`config.mk`:
```
export PLATFORM = sky130hd
export DESIGN_NAME = mux_nto1_rr
export DESIGN_NICKNAME = d
export VERILOG_FILES = /design/src/rtl/mux_nto1_rr.sv
export SDC_FILE = /design/constraint.sdc
export NUM_CORES = 1
export LEC_CHECK = 0
export CORE_UTILIZATION = 36
export CTS_BUF_LIST = sky130_fd_sc_hd__clkbuf_8
export CTS_CLUSTER_SIZE = 12
export DETAILED_ROUTE_END_ITERATION = 10
export GPL_TIMING_DRIVEN = 0
export PLACE_DENSITY = 0.86
export REMOVE_ABC_BUFFERS = 1
export SLEW_MARGIN = 0
export SYNTH_ARGS = -nofsm -noshare
export SYNTH_HDL_FRONTEND = slang
export SYNTH_SLANG_ARGS = --single-unit
```
`constraint.sdc`:
```
create_clock -name clk -period 5.2 [get_ports clk]
set_input_delay 1.3 -clock clk [delete_from_list [all_inputs] [get_ports clk]]
set_output_delay 1.3 -clock clk [all_outputs]
set_load 0.005 [all_outputs]
```
`src/rtl/mux_nto1_rr.sv`:
```
// ============================================================================
// mux_nto1_rr
//
// Purpose:
//   N-input, W-bit registered multiplexer. Every input channel and the output
//   use a valid/ready handshake. Several producers can share one downstream
//   consumer through it. The channel-selection policy is fixed at elaboration:
//     MODE = 0 : the channel is picked directly by the sel port.
//     MODE = 1 : fair round-robin arbitration. The search starts at an internal
//                pointer and the pointer moves past each channel it serves.
//   An accepted word appears on y one cycle after the transfer. While the
//   consumer keeps y_ready high, one word moves per cycle with no bubbles.
//
// Parameters:
//   N     number of input channels (N >= 2, need not be a power of 2)
//   W     data width per channel
//   MODE  0 = external select, 1 = round-robin (sel ignored)
//   SW    derived: $clog2(N), width of sel, y_ch and the round-robin pointer
//
// Ports:
//   clk       in   1     single clock, all state changes on the rising edge
//   rst       in   1     synchronous, active-high reset
//   in_data   in   N*W   channel i occupies bits [i*W +: W]
//   in_valid  in   N     channel i presents a word
//   in_ready  out  N     channel i word accepted this cycle (one-hot or zero)
//   sel       in   SW    channel select, used only when MODE = 0
//   y         out  W     registered output data
//   y_ch      out  SW    index of the channel that supplied y
//   y_valid   out  1     y / y_ch hold a word
//   y_ready   in   1     consumer accepts y this cycle
// ============================================================================
module mux_nto1_rr #(
  parameter int  N    = 4,
  parameter int  W    = 8,
  parameter int  MODE = 0,
  localparam int SW   = $clog2(N)
) (
  input  logic           clk,
  input  logic           rst,
  input  logic [N*W-1:0] in_data,
  input  logic [N-1:0]   in_valid,
  output logic [N-1:0]   in_ready,
  input  logic [SW-1:0]  sel,
  output logic [W-1:0]   y,
  output logic [SW-1:0]  y_ch,
  output logic           y_valid,
  input  logic           y_ready
);

  // The channel count and the pointer+offset sums need one extra bit of
  // headroom, so the wrap arithmetic is done at SW+1 bits.
  localparam int            SWP    = SW + 1;
  localparam logic [SWP-1:0] N_EXT = SWP'(N);
  localparam logic [SW-1:0]  LAST  = SW'(N - 1);

  // Output register and round-robin pointer
  logic [W-1:0]   r_y;
  logic [SW-1:0]  r_yCh;
  logic           r_yValid;
  logic [SW-1:0]  r_ptr;

  // Combinational grant path
  logic           w_ld;
  logic           w_selGrant;
  logic [SW-1:0]  w_selG;
  logic           w_rrGrant;
  logic [SW-1:0]  w_rrG;
  logic [SWP-1:0] w_scanIdx;
  logic           w_grant;
  logic [SW-1:0]  w_g;
  logic [W-1:0]   w_data;
  logic           w_xfer;

  // The output register can take a new word when it is empty or when its
  // current word leaves on this same edge. Loading and draining together
  // keeps full throughput.
  assign w_ld = !r_yValid || y_ready;

  // Direct select. A select value beyond the last channel can occur when N
  // is not a power of 2. Such a value never grants, and it is kept away
  // from the in_valid index.
  always_comb begin
    w_selGrant = 1'b0;
    w_selG     = sel;
    if ({1'b0, sel} < N_EXT) begin
      w_selGrant = in_valid[sel];
    end
  end

  // Round-robin scan. Channels are visited in the order ptr, ptr+1, ...,
  // wrapping at N, and the first valid channel wins. Wrapping subtracts N
  // instead of relying on bit overflow, so non-power-of-2 channel counts
  // work.
  always_comb begin
    w_rrGrant = 1'b0;
    w_rrG     = '0;
    w_scanIdx = '0;
    for (int k = 0; k < N; k++) begin
      w_scanIdx = {1'b0, r_ptr} + SWP'(k);
      if (w_scanIdx >= N_EXT) begin
        w_scanIdx = w_scanIdx - N_EXT;
      end
      if (!w_rrGrant && in_valid[w_scanIdx[SW-1:0]]) begin
        w_rrGrant = 1'b1;
        w_rrG     = w_scanIdx[SW-1:0];
      end
    end
  end

  // The mode is an elaboration constant, so only one of the two grant
  // sources survives synthesis.
  assign w_grant = (MODE == 0) ? w_selGrant : w_rrGrant;
  assign w_g     = (MODE == 0) ? w_selG     : w_rrG;

  // Data path for the granted channel. The compare-and-pick form avoids a
  // variable-width part-select index.
  always_comb begin
    w_data = '0;
    for (int i = 0; i < N; i++) begin
      if (w_g == SW'(i)) begin
        w_data = in_data[i*W +: W];
      end
    end
  end

  // The accept strobe is gated by reset combinationally. A producer never
  // sees its word taken during a reset cycle.
  assign w_xfer = !rst && w_ld && w_grant;

  always_comb begin
    in_ready = '0;
    if (w_xfer) begin
      in_ready = N'(1) << w_g;
    end
  end

  // Output register and pointer update. Without a grant, a load only
  // clears y_valid. The stale data and channel stay on y / y_ch. The
  // pointer moves past the channel just served, and only on a real
  // transfer. In direct-select mode the pointer stays at zero.
  always_ff @(posedge clk) begin
    if (rst) begin
      r_y      <= '0;
      r_yCh    <= '0;
      r_yValid <= 1'b0;
      r_ptr    <= '0;
    end else begin
      if (w_ld) begin
        r_yValid <= w_grant;
        if (w_grant) begin
          r_y   <= w_data;
          r_yCh <= w_g;
        end
      end
      if (MODE != 0 && w_xfer) begin
        r_ptr <= (w_g == LAST) ? '0 : w_g + 1'b1;
      end
    end
  end

  assign y       = r_y;
  assign y_ch    = r_yCh;
  assign y_valid = r_yValid;

endmodule

```
== After elaboration in Yosys (flattened, before gate mapping) ==
Cells that the tools add are included.
Storage, ports and cells
  flip-flop bits (word level): 11
  input bits: 41
  output and inout port bits: 15
  word-level logic and storage cells: 22
Operators by class
  $lt $le $gt $ge: 1
  equal/unequal tests: 3
  shift operators: 1
  mux-type cells: 7
  reductions and logical operators: 7
Operators by type and width (count)
  two-way mux 8 bit: 4
  == test 2 bit (second input constant): 2
  two-way mux 4 bit: 1
  left shift 1 x 2 -> 4 bit (first input constant): 1
  < comparator 2 x 3 -> 1 bit (second input constant): 1
  binary-select mux 1 bit (select 2 bit): 1
  == test 2 x 1 -> 1 bit (second input constant): 1
  logical AND 1 bit: 2
  logical NOT 1 bit: 2
  logical NOT 2 bit: 1
  AND reduction 2 bit: 1
  logical OR 1 bit: 1
  two-way mux 1 bit: 1

== Longest topological paths before layout ==
Gate-level depths: netlist of the first run.
  depth in word-level cells: 5
  gate-level depth with buffers: 6
  gate-level depth less buffers: 4

== Least setup slack after synthesis of the first run ==
OpenSTA, ideal clock, no wires.
  kind: input to output
  start point: input port sel[1]
  end point: output port in_ready[2]
  arrival: 2.344 ns
  required time: 3.900 ns
  setup slack: 1.556 ns
  stages: 5
  path buffers: 2
  cell sequence: buf_4 -> mux2i_1 -> or3_4 -> buf_6 -> nor4b_2
Between the ends
  cells in the longest elaborated chain, start to end: 4
  elaborated cells between the ends (all ways): 5
  classes of those cells: 1 x shift; 3 x mux; 1 x reduce/logical
RTL lines
  start, declared: line 43  | input logic [SW-1:0] sel,
  binary-select mux 1 bit (select 2 bit): line 86  | w_selGrant = in_valid[sel];
  two-way mux 1 bit (implied by the code): line 86
  logical AND 1 bit: line 128  | assign w_xfer = !rst && w_ld && w_grant;
  two-way mux 4 bit *: line 132  | if (w_xfer) begin
  end, declared: line 42  | output logic [N-1:0] in_ready,
Mark *: on every way between the ends. The rest lies on a longest branch, timed or not. The select of a mux whose other input is x is not followed.

== Worst setup path after layout of the first run ==
  start point: input port sel[1]
  end point: output port in_ready[3]
The elaborated chain is that of the path after synthesis.

==> results of run 1 <==
cell usage after synthesis (all sizes together):
cell	count
nor2b	1
buf	6
mux4	8
inv	1
nor4b	2
and3	1
nor2	1
o21ai	10
a21oi	11
mux2	1
dfxtp	11
clkbuf	2
nand3	10
nor4	2
nor3	1
nand2b	1
or3	1
mux2i	1
nand2	1
layout make-up:
type	instances	area share, %
well taps	25	2.41
clock inverters	1	0.289
inverters	1	0.289
clock buffers	3	3.18
flip-flops and latches	11	16.9
repair buffers	55	42.5
multi-input cells	52	34.4
kinds of logic (layout without fill, tap and decap cells):
logic type / Yosys count / in the layout
AOI/OAI and AO/OA: 21 / 21
muxes: 10 / 10
and+or+nand+nor: 21 / 21
DFF: 11 / 11
buffers and inverters: 9 / 60
tightest hold or removal path, cell delays in order (launching register included):
cell                      delay (ns)
sky130_fd_sc_hd__dfxtp_1        0.30
sky130_fd_sc_hd__nand3_1        0.06
sky130_fd_sc_hd__a21oi_1        0.06
worst paths after layout:
kind | startpoint | to | slack [ns] | cells past startpoint
setup / recovery | sel[1] | in_ready[3] | 0.13 | 5
hold / removal | y[6]$_SDFFE_PP0P_ | y[6]$_SDFFE_PP0P_ | 0.47 | 2
setup reg to reg | y_valid$_SDFFE_PP0P_ | y[4]$_SDFFE_PP0P_ | 3.83 | 4
hold reg to reg | y[6]$_SDFFE_PP0P_ | y[6]$_SDFFE_PP0P_ | 0.47 | 2
cell usage in the layout, fill, tap and decap left out, types with 2 or more instances in the layout:
master	instances
sky130_fd_sc_hd__dfxtp_1	11
sky130_fd_sc_hd__mux4_2	8
sky130_fd_sc_hd__clkdlybuf4s50_1	54
sky130_fd_sc_hd__o21ai_1	9
sky130_fd_sc_hd__nand3_1	10
sky130_fd_sc_hd__clkbuf_8	3
sky130_fd_sc_hd__a21oi_1	11
sky130_fd_sc_hd__inv_1	2
sequential cells by signal, summed over array words and instances (netlist names):
name,count
y,8
y_ch,2
y_valid,1
stage by stage:
step                      area (sq um)  power (uW)  hold slack (ns)
final                             1300         268            0.473
after global routing              1300         278            0.500
after CTS                         1300         268            0.471
after detailed placement          1250         184            0.463
after global placement            1250         181            0.451
after floorplan                    671         127            0.454
power groups by stage:
stage / clock (uW) / combinational (uW) / sequential, uW
6_report: 84.2 / 87.9 / 95.4
5_1_grt: 87.9 / 94.1 / 96.0
4_1_cts: 84.7 / 88.1 / 95.3
3_5_place_dp: 0 / 87.0 / 96.9
3_3_place_gp: 0 / 84.6 / 96.7
2_1_floorplan: 0 / 30.0 / 97.4
layer usage:
layer  global-route usage (%)  up-vias  routed length, microns
li1                         -      379                       -
met1                     24.2      385                     901
met3                     7.45        4                     320
met2                     40.6       59                    1100
met4                     8.57        0                      23
met5                        0        -                       0
==> results.yml, run 1 <==
synth:
  muxShareOfSynthArea_pct: 28.0
  dominant_combinational_cell_family_by_area_after_synthesis: "multiplexers"
  synth_compound_area_share_pct: 14.6
  synth_adder_area_share_pct: 0
  yosys.area_share.simple_pct: 19.5
  netlist-cell-type-count: 24
  ys_seq_elements: 11
  synthDominantCellAreaShare_pct: 30.6
  syn-cell-area_sq_um: 719
  syn_inst: 72
  synth_area_per_cell_sq_um: 9.99
  ys_warn_count: 0
  synth.area.top_cells: "sky130_fd_sc_hd__dfxtp_1 (31%), sky130_fd_sc_hd__mux4_2 (25%), sky130_fd_sc_hd__a21oi_1 (7.7%)"
  synth-xor-area-share_pct: 0
  post-synth-top-area-cell: "sky130_fd_sc_hd__dfxtp_1"
  synth.yosys.seq_area_share_pct: 30.6
critical_path:
  timing.critical_path.required_ns: 3.90
  critical_path.max_stage_delay_ns: 0.90
  critical-path-top-delay-family: "buffers and inverters"
  worstPathMaxFanout: 15
  worstSetupStartpointType: "primary input"
  critical_path.cell_chain: "clkdlybuf4s50_1 > mux2_2 > nand3_1 > nor4b_1 > clkdlybuf4s50_1"
  path_common_cell: "sky130_fd_sc_hd__clkdlybuf4s50_1"
  critPathSlowestCell: "sky130_fd_sc_hd__clkdlybuf4s50_1"
  cp.buffers_inverters: 2
  crit_arrival_ns: 3.77
  worst-setup-path-type: "in -> out"
  crit_path_end_kind: "output pin"
pwr:
  sw_share_pct: 25.1
  ir_drop_mv: 0.139
  p_leak_uw: 0.000457
  combPwrFrac_pct: 32.9
  clockPowerShare_pct: 31.5
  seqPwrFrac_pct: 35.7
  internal-power_uw: 200
  power.density_cell_area_mw_per_mm2: 206
  p_sw_uw: 67.2
timing:
  timing_hold_violations_final: 0
  worst_slew_margin_rel_pct: 46.1
  final_critical_path_setup_slack_ns: 0.125
  setup-tns-final_ns: 0
  timing.final.crit_period_ns: 5.07
  rsz_0062_raised_after_global_routing: "no"
  tightestPinTransition_ns: 0.807
  maxSlewViolCount: 0
  max_freq_mhz: 197
  setup_violations: 0
  timing.final.crit_share_pct: 97.6
  skew_ns: 0.00811
layout:
  finish.utilization_pct: 72.2
  syn2layout_area_growth_pct: 80.7
  multiInputGateArea_sq_um: 447
  antenna_diode_count: 0
  final-seq-area_sq_um: 220
  filler_cell_count: 140
  layoutNonFillerInstCount: 148
  nets: 165
  fraction_of_layout_cells_with_a_size_suffix_above_1_pct: 13.0
job:
  max_cap_violations: 0
clock_tree:
  holdBufCountCts: 0
  cts-root-buf: "sky130_fd_sc_hd__clkbuf_8"
  cts_sinks: 11
  clk_pin_slew_ns: 0.05
  clk_path_buf_depth: 2
  htree_num_levels: 1
  cts_setup_buffers: 0
  tritoncts: "done"
  cts_inserted_buffers: 3
  postCtsResizedCells: 0
  clk-insertion-delay-late_ns: 0.24
placed_design:
  io_buffer_count: 55
  detailedPlace.worstSlack_ns: 0.0984
  place.gp.congestion: 0.721
  place_inst: 144
  dp_hpwl_microns: 1710
die:
  floorplan.die.height_microns: 46.7
  coreArea_sq_mm: 0.00180
  floorplan.die_area_sq_mm: 0.00218
  std_cell_rows: 15
  start_util_pct: 39.9
  floorplan.io_pins: 56
  floorplan.die.width_microns: 46.7
grt:
  grt_max_degree: 16
  globalRouteOverflowTotal: 0
  grt.total_usage_pct: 22.5
  grt_antenna_before_repair: 0
  grt_pass1_vias: 838
  wire_length_of_the_first_global_routing_pass_microns: 3420
status:
  run_status: "finished, final reports clean"
routing:
  detail-route-antenna-nets: 0
  via_count: 827
  routed_via_density: 5.59
  wl_per_cell_microns: 15.9
  postRouteWirelength_microns: 2350
  drc_errors: 0
  drt-pass1-iter-count: 4
  first_iter_violations: 15
hold_path:
  worstHoldPathType: "reg -> reg"
No activity file was read; power rests on OpenSTA's default activity.
==> run 2, diff against run 1 <==
- RECOVER_POWER: default -> 50
==> results.yml, run 2 (synthesis results as in run 1) <==
timing:
  timing.final.crit_period_ns: 5.08
  setup_violations: 0
  skew_ns: 0.00696
  tightestPinTransition_ns: 0.804
  worst_slew_margin_rel_pct: 46.3
  timing.final.crit_share_pct: 97.6
  final_critical_path_setup_slack_ns: 0.125
  rsz_0062_raised_after_global_routing: "no"
  maxSlewViolCount: 0
  setup-tns-final_ns: 0
  max_freq_mhz: 197
  timing_hold_violations_final: 0
layout:
  nets: 165
  syn2layout_area_growth_pct: 80.7
  fraction_of_layout_cells_with_a_size_suffix_above_1_pct: 13.0
  filler_cell_count: 140
  antenna_diode_count: 0
  layoutNonFillerInstCount: 148
  max_ffs_per_register: 8
  mostFrequentLayoutCells: "sky130_fd_sc_hd__clkdlybuf4s50_1 (43), sky130_fd_sc_hd__a21oi_1 (11), sky130_fd_sc_hd__dlygate4sd3_1 (11), sky130_fd_sc_hd__dfxtp_1 (11), sky130_fd_sc_hd__nand3_1 (10)"
  final-seq-area_sq_um: 220
  final_common_cell: "sky130_fd_sc_hd__clkdlybuf4s50_1"
  multiInputGateArea_sq_um: 447
placed_design:
  dp_hpwl_microns: 1710
  detailedPlace.worstSlack_ns: 0.0984
  place.gp.congestion: 0.721
  io_buffer_count: 55
  place_inst: 144
routing:
  via_count: 830
  postRouteWirelength_microns: 2340
  wl_per_cell_microns: 15.8
  first_iter_violations: 16
  drt-pass1-iter-count: 4
  routed_via_density: 5.61
  drc_errors: 0
  detail-route-antenna-nets: 0
critical_path:
  critical_path.cell_chain: "clkdlybuf4s50_1 > mux2_2 > nand3_1 > nor4b_1 > clkdlybuf4s50_1"
  crit_arrival_ns: 3.78
  worst-setup-path-type: "in -> out"
  worstSetupStartpointType: "primary input"
  crit_path_end_kind: "output pin"
  cp.buffers_inverters: 2
  path_common_cell: "sky130_fd_sc_hd__clkdlybuf4s50_1"
  worstPathMaxFanout: 15
  critPathSlowestCell: "sky130_fd_sc_hd__clkdlybuf4s50_1"
  critical_path.max_stage_delay_ns: 0.91
  timing.critical_path.required_ns: 3.90
  critical-path-top-delay-family: "buffers and inverters"
pwr:
  power.density_cell_area_mw_per_mm2: 203
  p_leak_uw: 0.000486
  ir_drop_mv: 0.139
  p_total_uw: 264
clock_tree:
  postCtsResizedCells: 0
  cts_inserted_buffers: 3
  clk-insertion-delay-late_ns: 0.24
  cts-root-buf: "sky130_fd_sc_hd__clkbuf_8"
  htree_num_levels: 1
  tritoncts: "done"
  cts_sinks: 11
  holdBufCountCts: 0
  clk_path_buf_depth: 2
  clk_pin_slew_ns: 0.05
  cts_setup_buffers: 0
die:
  floorplan.io_pins: 56
  start_util_pct: 39.9
  floorplan.die.height_microns: 46.7
  floorplan.die.width_microns: 46.7
  floorplan.die_area_sq_mm: 0.00218
  coreArea_sq_mm: 0.00180
  std_cell_rows: 15
job:
  max_cap_violations: 0
grt:
  grt.total_usage_pct: 22.5
  globalRouteOverflowTotal: 0
  wire_length_of_the_first_global_routing_pass_microns: 3420
  grt_antenna_before_repair: 0
  grt_pass1_vias: 838
  grt_max_degree: 16
status:
  run_status: "finished, final reports clean"
hold_path:
  worstHoldPathType: "reg -> reg"
## run 2: cell count changes in the layout (fill, tap and decap cells not counted), sizes merged
cell	before	now
clkdlybuf4s50	54	43
dlygate4sd3	0	11
## run 2: power by group
group / internal (uW) / total [uW] / leakage [uW] / switching (uW)
Sequential: 91.7 / 95.0 / 0.0000906 / 3.36
Combinational: 54.3 / 85.3 / 0.000369 / 31.0
Clock: 51.8 / 84.0 / 0.0000269 / 32.2
Total: 198 / 264 / 0.000486 / 66.6
## run 2: layout make-up
type                            count  share of cell area (%)
Sequential cell                    11                    16.9
Timing Repair Buffer               55                    42.5
Clock buffer                        3                    3.18
Clock inverter                      1                   0.289
Multi-Input combinational cell     52                    34.4
Tap cell                           25                    2.41
Inverter                            1                   0.289
## run 2: tightest hold or removal path, stage by stage, from the launching register on
cell	delay, ns
sky130_fd_sc_hd__dfxtp_1	0.30
sky130_fd_sc_hd__nand3_1	0.06
sky130_fd_sc_hd__a21oi_1	0.06
## run 2: layer usage
metal / routed length (microns) / vias to the layer above / part of all wire (%) / global-route usage, %
li1: - / 380 / - / -
met1: 922 / 393 / 39 / 24.2
met2: 1100 / 51 / 47 / 40.6
met3: 281 / 6 / 12 / 7.45
met4: 31 / 0 / 1.3 / 8.57
met5: 0 / - / 0 / 0
## run 2: final timing paths
| path | from | end | slack [ns] | depth (start not counted) |
|---|---|---|---|---|
| max reg2reg | y_valid$_SDFFE_PP0P_ | y[4]$_SDFFE_PP0P_ | 3.84 | 4 |
| max | sel[1] | in_ready[3] | 0.12 | 5 |
| min reg2reg | y[6]$_SDFFE_PP0P_ | y[6]$_SDFFE_PP0P_ | 0.47 | 2 |
| min | y[6]$_SDFFE_PP0P_ | y[6]$_SDFFE_PP0P_ | 0.47 | 2 |
## run 2: per-stage QoR
| stage | hold slack [ns] | cell area, sq um | util, % |
|---|---|---|---|
| 2_1_floorplan | 0.454 | 671 | - |
| 3_3_place_gp | 0.451 | 1250 | 69.5 |
| 3_5_place_dp | 0.463 | 1250 | 69.5 |
| 4_1_cts | 0.471 | 1300 | 72.0 |
| 5_1_grt | 0.497 | 1300 | 72.2 |
| 6_report | 0.472 | 1300 | 72.2 |
==> run 3, diff against run 2 <==
- CORE_UTILIZATION: 36 -> 34
- PLACE_DENSITY: 0.86 -> 0.92
- clock period: 5.2 -> 5.34 ns (I/O delays scaled with it)
==> results.yml, run 3 (synthesis results as in run 1) <==
placed_design:
  dpl_cell_area_sq_mm: 0.00125
  dp_hpwl_microns: 1680
  io_buffer_count: 55
  place.gp.congestion: 0.719
  place_inst: 146
layout:
  nets: 165
  final_area_sq_mm: 0.00130
  max_ffs_per_register: 8
  antenna_diode_count: 0
  final-seq-area_sq_um: 220
  filler_cell_count: 170
  final_common_cell: "sky130_fd_sc_hd__clkdlybuf4s50_1"
  fraction_of_layout_cells_with_a_size_suffix_above_1_pct: 13.8
  multiInputGateArea_sq_um: 447
  mostFrequentLayoutCells: "sky130_fd_sc_hd__clkdlybuf4s50_1 (42), sky130_fd_sc_hd__a21oi_1 (11), sky130_fd_sc_hd__dlygate4sd3_1 (11), sky130_fd_sc_hd__dfxtp_1 (11), sky130_fd_sc_hd__nand3_1 (10)"
  layoutNonFillerInstCount: 150
  syn2layout_area_growth_pct: 80.3
clock_tree:
  holdBufCountCts: 0
  htree_num_levels: 1
  cts_sinks: 11
  clk_path_buf_depth: 2
  clk-insertion-delay-late_ns: 0.23
  cts_inserted_buffers: 3
  cts_setup_buffers: 0
  tritoncts: "done"
  clk_pin_slew_ns: 0.06
  cts-root-buf: "sky130_fd_sc_hd__clkbuf_8"
grt:
  grtUsageMet1_pct: 23.2
  grtUsageMet2_pct: 36.5
  wire_length_of_the_first_global_routing_pass_microns: 3130
  gr-max-usage-layer: "met2"
  grt.total_usage_pct: 19.8
  globalRouteOverflowTotal: 0
  grt_util_met3_pct: 4.15
  grt_max_degree: 16
  grt_antenna_before_repair: 0
  grt_pass1_vias: 735
critical_path:
  crit_arrival_ns: 3.55
  crit_path_end_kind: "output pin"
  r2r-end: "y[2]$_SDFFE_PP0P_"
  timing.rr.start: "y_valid$_SDFFE_PP0P_"
  ff2ff_setup_slack_ns: 3.98
  critical_path.max_stage_delay_ns: 0.57
  worst-setup-path-type: "in -> out"
  worstSetupStartpointType: "primary input"
  worstPathMaxFanout: 15
  critPathSlowestCell: "sky130_fd_sc_hd__clkbuf_1"
  worst-r2r-cell-count: 4
  timing.critical_path.required_ns: 4.01
  cp.buffers_inverters: 2
  critical_path.cell_chain: "clkbuf_1 > mux2_2 > nand3_1 > nor4b_1 > clkdlybuf4s50_1"
  critical-path-top-delay-family: "buffers and inverters"
timing:
  maxSlewViolCount: 0
  timing_hold_violations_final: 0
  skew_ns: 0.00181
  setup-tns-final_ns: 0
  timing.final.crit_period_ns: 4.89
  timing.final.crit_share_pct: 91.6
  setup_violations: 0
  tightestPinTransition_ns: 0.813
  max_freq_mhz: 205
  worst_slew_margin_rel_pct: 45.7
  rsz_0062_raised_after_global_routing: "no"
hold_path:
  min_from: "y[6]$_SDFFE_PP0P_"
  whs_endpoint: "y[6]$_SDFFE_PP0P_"
  worstHoldPathType: "reg -> reg"
  timing.hold.worst_path_depth: 2
routing:
  drt-pass1-iter-count: 4
  postRouteWirelength_microns: 2210
  first_iter_violations: 15
  detail-route-antenna-nets: 0
  via_count: 800
  routed_via_density: 5.33
  drc_errors: 0
  wl_per_cell_microns: 14.7
die:
  floorplan.die.height_microns: 48
  coreArea_sq_mm: 0.00198
  floorplan.io_pins: 56
  std_cell_rows: 16
  floorplan.die.width_microns: 48
  start_util_pct: 36.3
  floorplan.die_area_sq_mm: 0.00230
pwr:
  p_leak_uw: 0.000482
  power.density_cell_area_mw_per_mm2: 199
  p_total_uw: 258
  ir_drop_mv: 0.147
job:
  max_cap_violations: 0
status:
  run_status: "finished, final reports clean"
run 3: cell types whose count changed in the layout (fill, tap and decap cells not counted), sizes merged:
cell | before | now
clkinv | 0 | 1
clkdlybuf4s50 | 43 | 42
clkbuf | 3 | 4
inv | 2 | 1
run 3: how the worst max path moves through the flow:
stage / from / to / depth (start not counted)
3_5_place_dp: sel[0] / in_ready[3] / 4
3_3_place_gp: sel[0] / in_ready[3] / 4
6_report: sel[1] / in_ready[3] / 5
4_1_cts: sel[0] / in_ready[3] / 4
5_1_grt: sel[0] / in_ready[3] / 4
2_1_floorplan: sel[1] / in_ready[2] / 3
run 3: stage by stage:
step	hold slack (ns)	worst slack (ns)	util, %
6_report	0.465	0.451	65.5
5_1_grt	0.486	0.246	65.5
4_1_cts	0.471	0.0637	65.7
2_1_floorplan	0.454	1.85	-
3_3_place_gp	0.449	0.186	63.3
3_5_place_dp	0.462	0.0870	63.3
run 3: cell type report:
class	instances	share of cell area [%]
inverters	1	0.289
clock inverters	1	0.386
repair buffers	55	42.1
clock buffers	3	3.18
flip-flops and latches	11	17.0
well taps	27	2.60
multi-input cells	52	34.4
run 3: routing by layer:
| layer | vias to the layer above | share of wire (%) |
|---|---|---|
| met3 | 2 | 5.9 |
| met2 | 35 | 56 |
| met4 | 0 | 0.77 |
| li1 | 379 | - |
| met1 | 384 | 37 |
| met5 | - | 0 |
run 3: worst reg2reg max path: stages, from the launching register on:
cell                      delay, ns
sky130_fd_sc_hd__dfxtp_1       0.31
sky130_fd_sc_hd__nor2b_1       0.15
sky130_fd_sc_hd__nor3_2        0.49
sky130_fd_sc_hd__o21ai_1       0.15
sky130_fd_sc_hd__a21oi_1       0.18
run 3: timing repair:
action,4_1_cts,5_1_grt
setup endpoints to repair,0,2
gates resized for setup,0,2
hold endpoints to repair,0,0
run 3: report_power, final:
part           internal (uW)  switching [uW]
sequential              89.1            3.23
combinational           52.3            28.7
clock                   51.3            33.0
==> variant, RTL diff (flow settings as in run 2) <==
`W`: 8 -> 10.
--- a/src/rtl/mux_nto1_rr.sv
+++ b/src/rtl/mux_nto1_rr.sv
@@ -31,7 +31,7 @@
 // ============================================================================
 module mux_nto1_rr #(
   parameter int  N    = 4,
-  parameter int  W    = 8,
+  parameter int  W    = 10,
   parameter int  MODE = 0,
   localparam int SW   = $clog2(N)
 ) (
Ports: changed (resized in_data and y); port bits go from 56 to 66. The function was not compared with the original's and may differ.
==> variant against run 2 <==
Area after synthesis rose by 19%; core utilization fell by 4.0 points; register-to-register slack got worse by 330 ps; routed wire length rose by 13%; clock skew fell by 5.4 ps; sequential cell count rose by 2; sequential power rose by 18%; maximum frequency rose by 1.5%; clock power rose by 5.1%; setup slack improved by 73 ps; non-clock buffer count rose by 10; power rose by 12%; synthesized cell count rose by 18%; final area rose by 17%; largest cell class unchanged; highest routed layer unchanged.
==> variant: results (changes against run 2) <==
[outcome]
outcome = completed

[route]
wl_per_cell_um = 15.43  ; -2.3%
top_layer = met4
wl_met2_um = 1492  ; +35%
first_pass_iters = 4  ; unchanged
drt_iter0_markers = 9  ; -7
met1_length_um = 922  ; unchanged
wl_met3_um = 102  ; -64%
vias = 925  ; +11%

[clock_network]
cts.htree.levels = 1  ; unchanged
clock-root-buffer = clkbuf_8
cts_buffers = 3  ; unchanged
clockBufferDepth = 2  ; unchanged
insertion_delay_ps = 240  ; about the same
clkTransAtPathRegs_ps = 60

[synthesis]
yosys_warnings = 0  ; unchanged
synth-seq-area-share_pct = 30.50  ; -0.11 points
syn_inst = 85  ; +18%
synth_flop_cell = dfxtp_1
synth_cell_types = 24  ; unchanged
async_flop_share_pct = 0  ; unchanged
synthTopCellsByCount = 13 x a21oi_1, 13 x dfxtp_1, 12 x nand3_1, 12 x o21ai_0, 8 x mux4_2
synth_area_leaders = dfxtp_1 30%, mux4_2 21%, a21oi_1 7.6%

[global_route]
grt_start_max_net_pins = 18  ; +2
grt_pass1_wl_um = 4043  ; +18%
grt_util_all_layers_pct = 22.32  ; -0.19 points
antenna_found_initial = 0  ; unchanged
grt_pass1_vias = 915  ; +9.2%

[placed_design]
routabilityCongestion = 0.7938  ; +10%
placed_area_mm2 = 0.001478  ; +18%
io_buffers = 65  ; +18%
dp_hpwl_um = 2037  ; +19%

[sta]
fin_skew_ps = 1.606  ; -5.356 ps
maxSlewHeadroom_pct = 33.13  ; -13 points

[pwr]
irDropWorstVdd_mv = 0.1687  ; +21%
leakage_nw = 0.5704  ; +17%
p_sw_share_pct = 24.97  ; -0.21 points

[critical_path]
cp.arrival_ps = 3700  ; -80 ps
critPathMaxFanout = 17  ; +2

[finish]
drive_gt1_share_pct = 10.49  ; -2.5 points
largest_reg_flops = 10  ; +2
final_cells = 171  ; +16%
num_antenna_cells = 0  ; unchanged
fillers = 191  ; +36%
fin_nets = 193  ; +17%

[hold_path]
hold_path_class = flop to flop

## variant: layout make-up
type                            instances  area share (%)
Clock buffer                            3           2.712
Clock inverter                          1          0.2465
Inverter                                1          0.2465
Multi-Input combinational cell         60           35.00
Sequential cell                        13           17.09
Tap cell                               28           2.301
Timing Repair Buffer                   65           42.40
## variant: final timing paths
path | cells after the start | endpoint | start | slack (ps)
max | 4 | in_ready[1] | sel[1] | 200
min | 2 | y[3]$_SDFFE_PP0P_ | y[3]$_SDFFE_PP0P_ | 460
max reg2reg | 4 | y[9]$_SDFFE_PP0P_ | y_valid$_SDFFE_PP0P_ | 3510
min reg2reg | 2 | y[3]$_SDFFE_PP0P_ | y[3]$_SDFFE_PP0P_ | 460
## variant: metrics by stage
| stage | worst slack, ps | utilization [%] |
|---|---|---|
| 3_5_place_dp | -245.2 | 66.16 |
| 3_3_place_gp | -165.7 | 66.16 |
| 2_1_floorplan | 1677 | - |
| 6_report | 198.1 | 68.18 |
| 5_1_grt | 92.97 | 68.18 |
| 4_1_cts | 38.34 | 68.18 |
## variant: logic make-up after synthesis
kind of cell	synth area share, %
simple gates	17.45
buf+inv	7.623
flops	30.50
mux	29.76
compound gates	14.66
## variant: what timing repair did
action / CTS / global route
endpoints found under the hold margin: 0 / 0
setup buffers: 0 / 0
setup endpoints to repair: 4 / 4
gates resized for setup: 2 / 2
## variant: power by group through the flow
stage	Combinational [mW]	Sequential [mW]	Clock, mW
floorplan	0.0329	0.115	0
global placement	0.0970	0.114	0
detailed placement	0.100	0.115	0
CTS	0.101	0.113	0.0900
global route	0.103	0.113	0.0970
finish	0.0968	0.112	0.0883
## variant: worst max-delay path, stage by stage
cell             delay [ps]
dlygate4sd3_1           830
or3_1                   730
nor4b_4                 290
clkdlybuf4s50_1         540
## variant: layer usage
| layer | track usage (%) | up-vias |
|---|---|---|
| met1 | 21.13 | 434 |
| met5 | 0 | - |
| met4 | 18.06 | 0 |
| met2 | 41.56 | 37 |
| li1 | - | 444 |
| met3 | 3.636 | 10 |
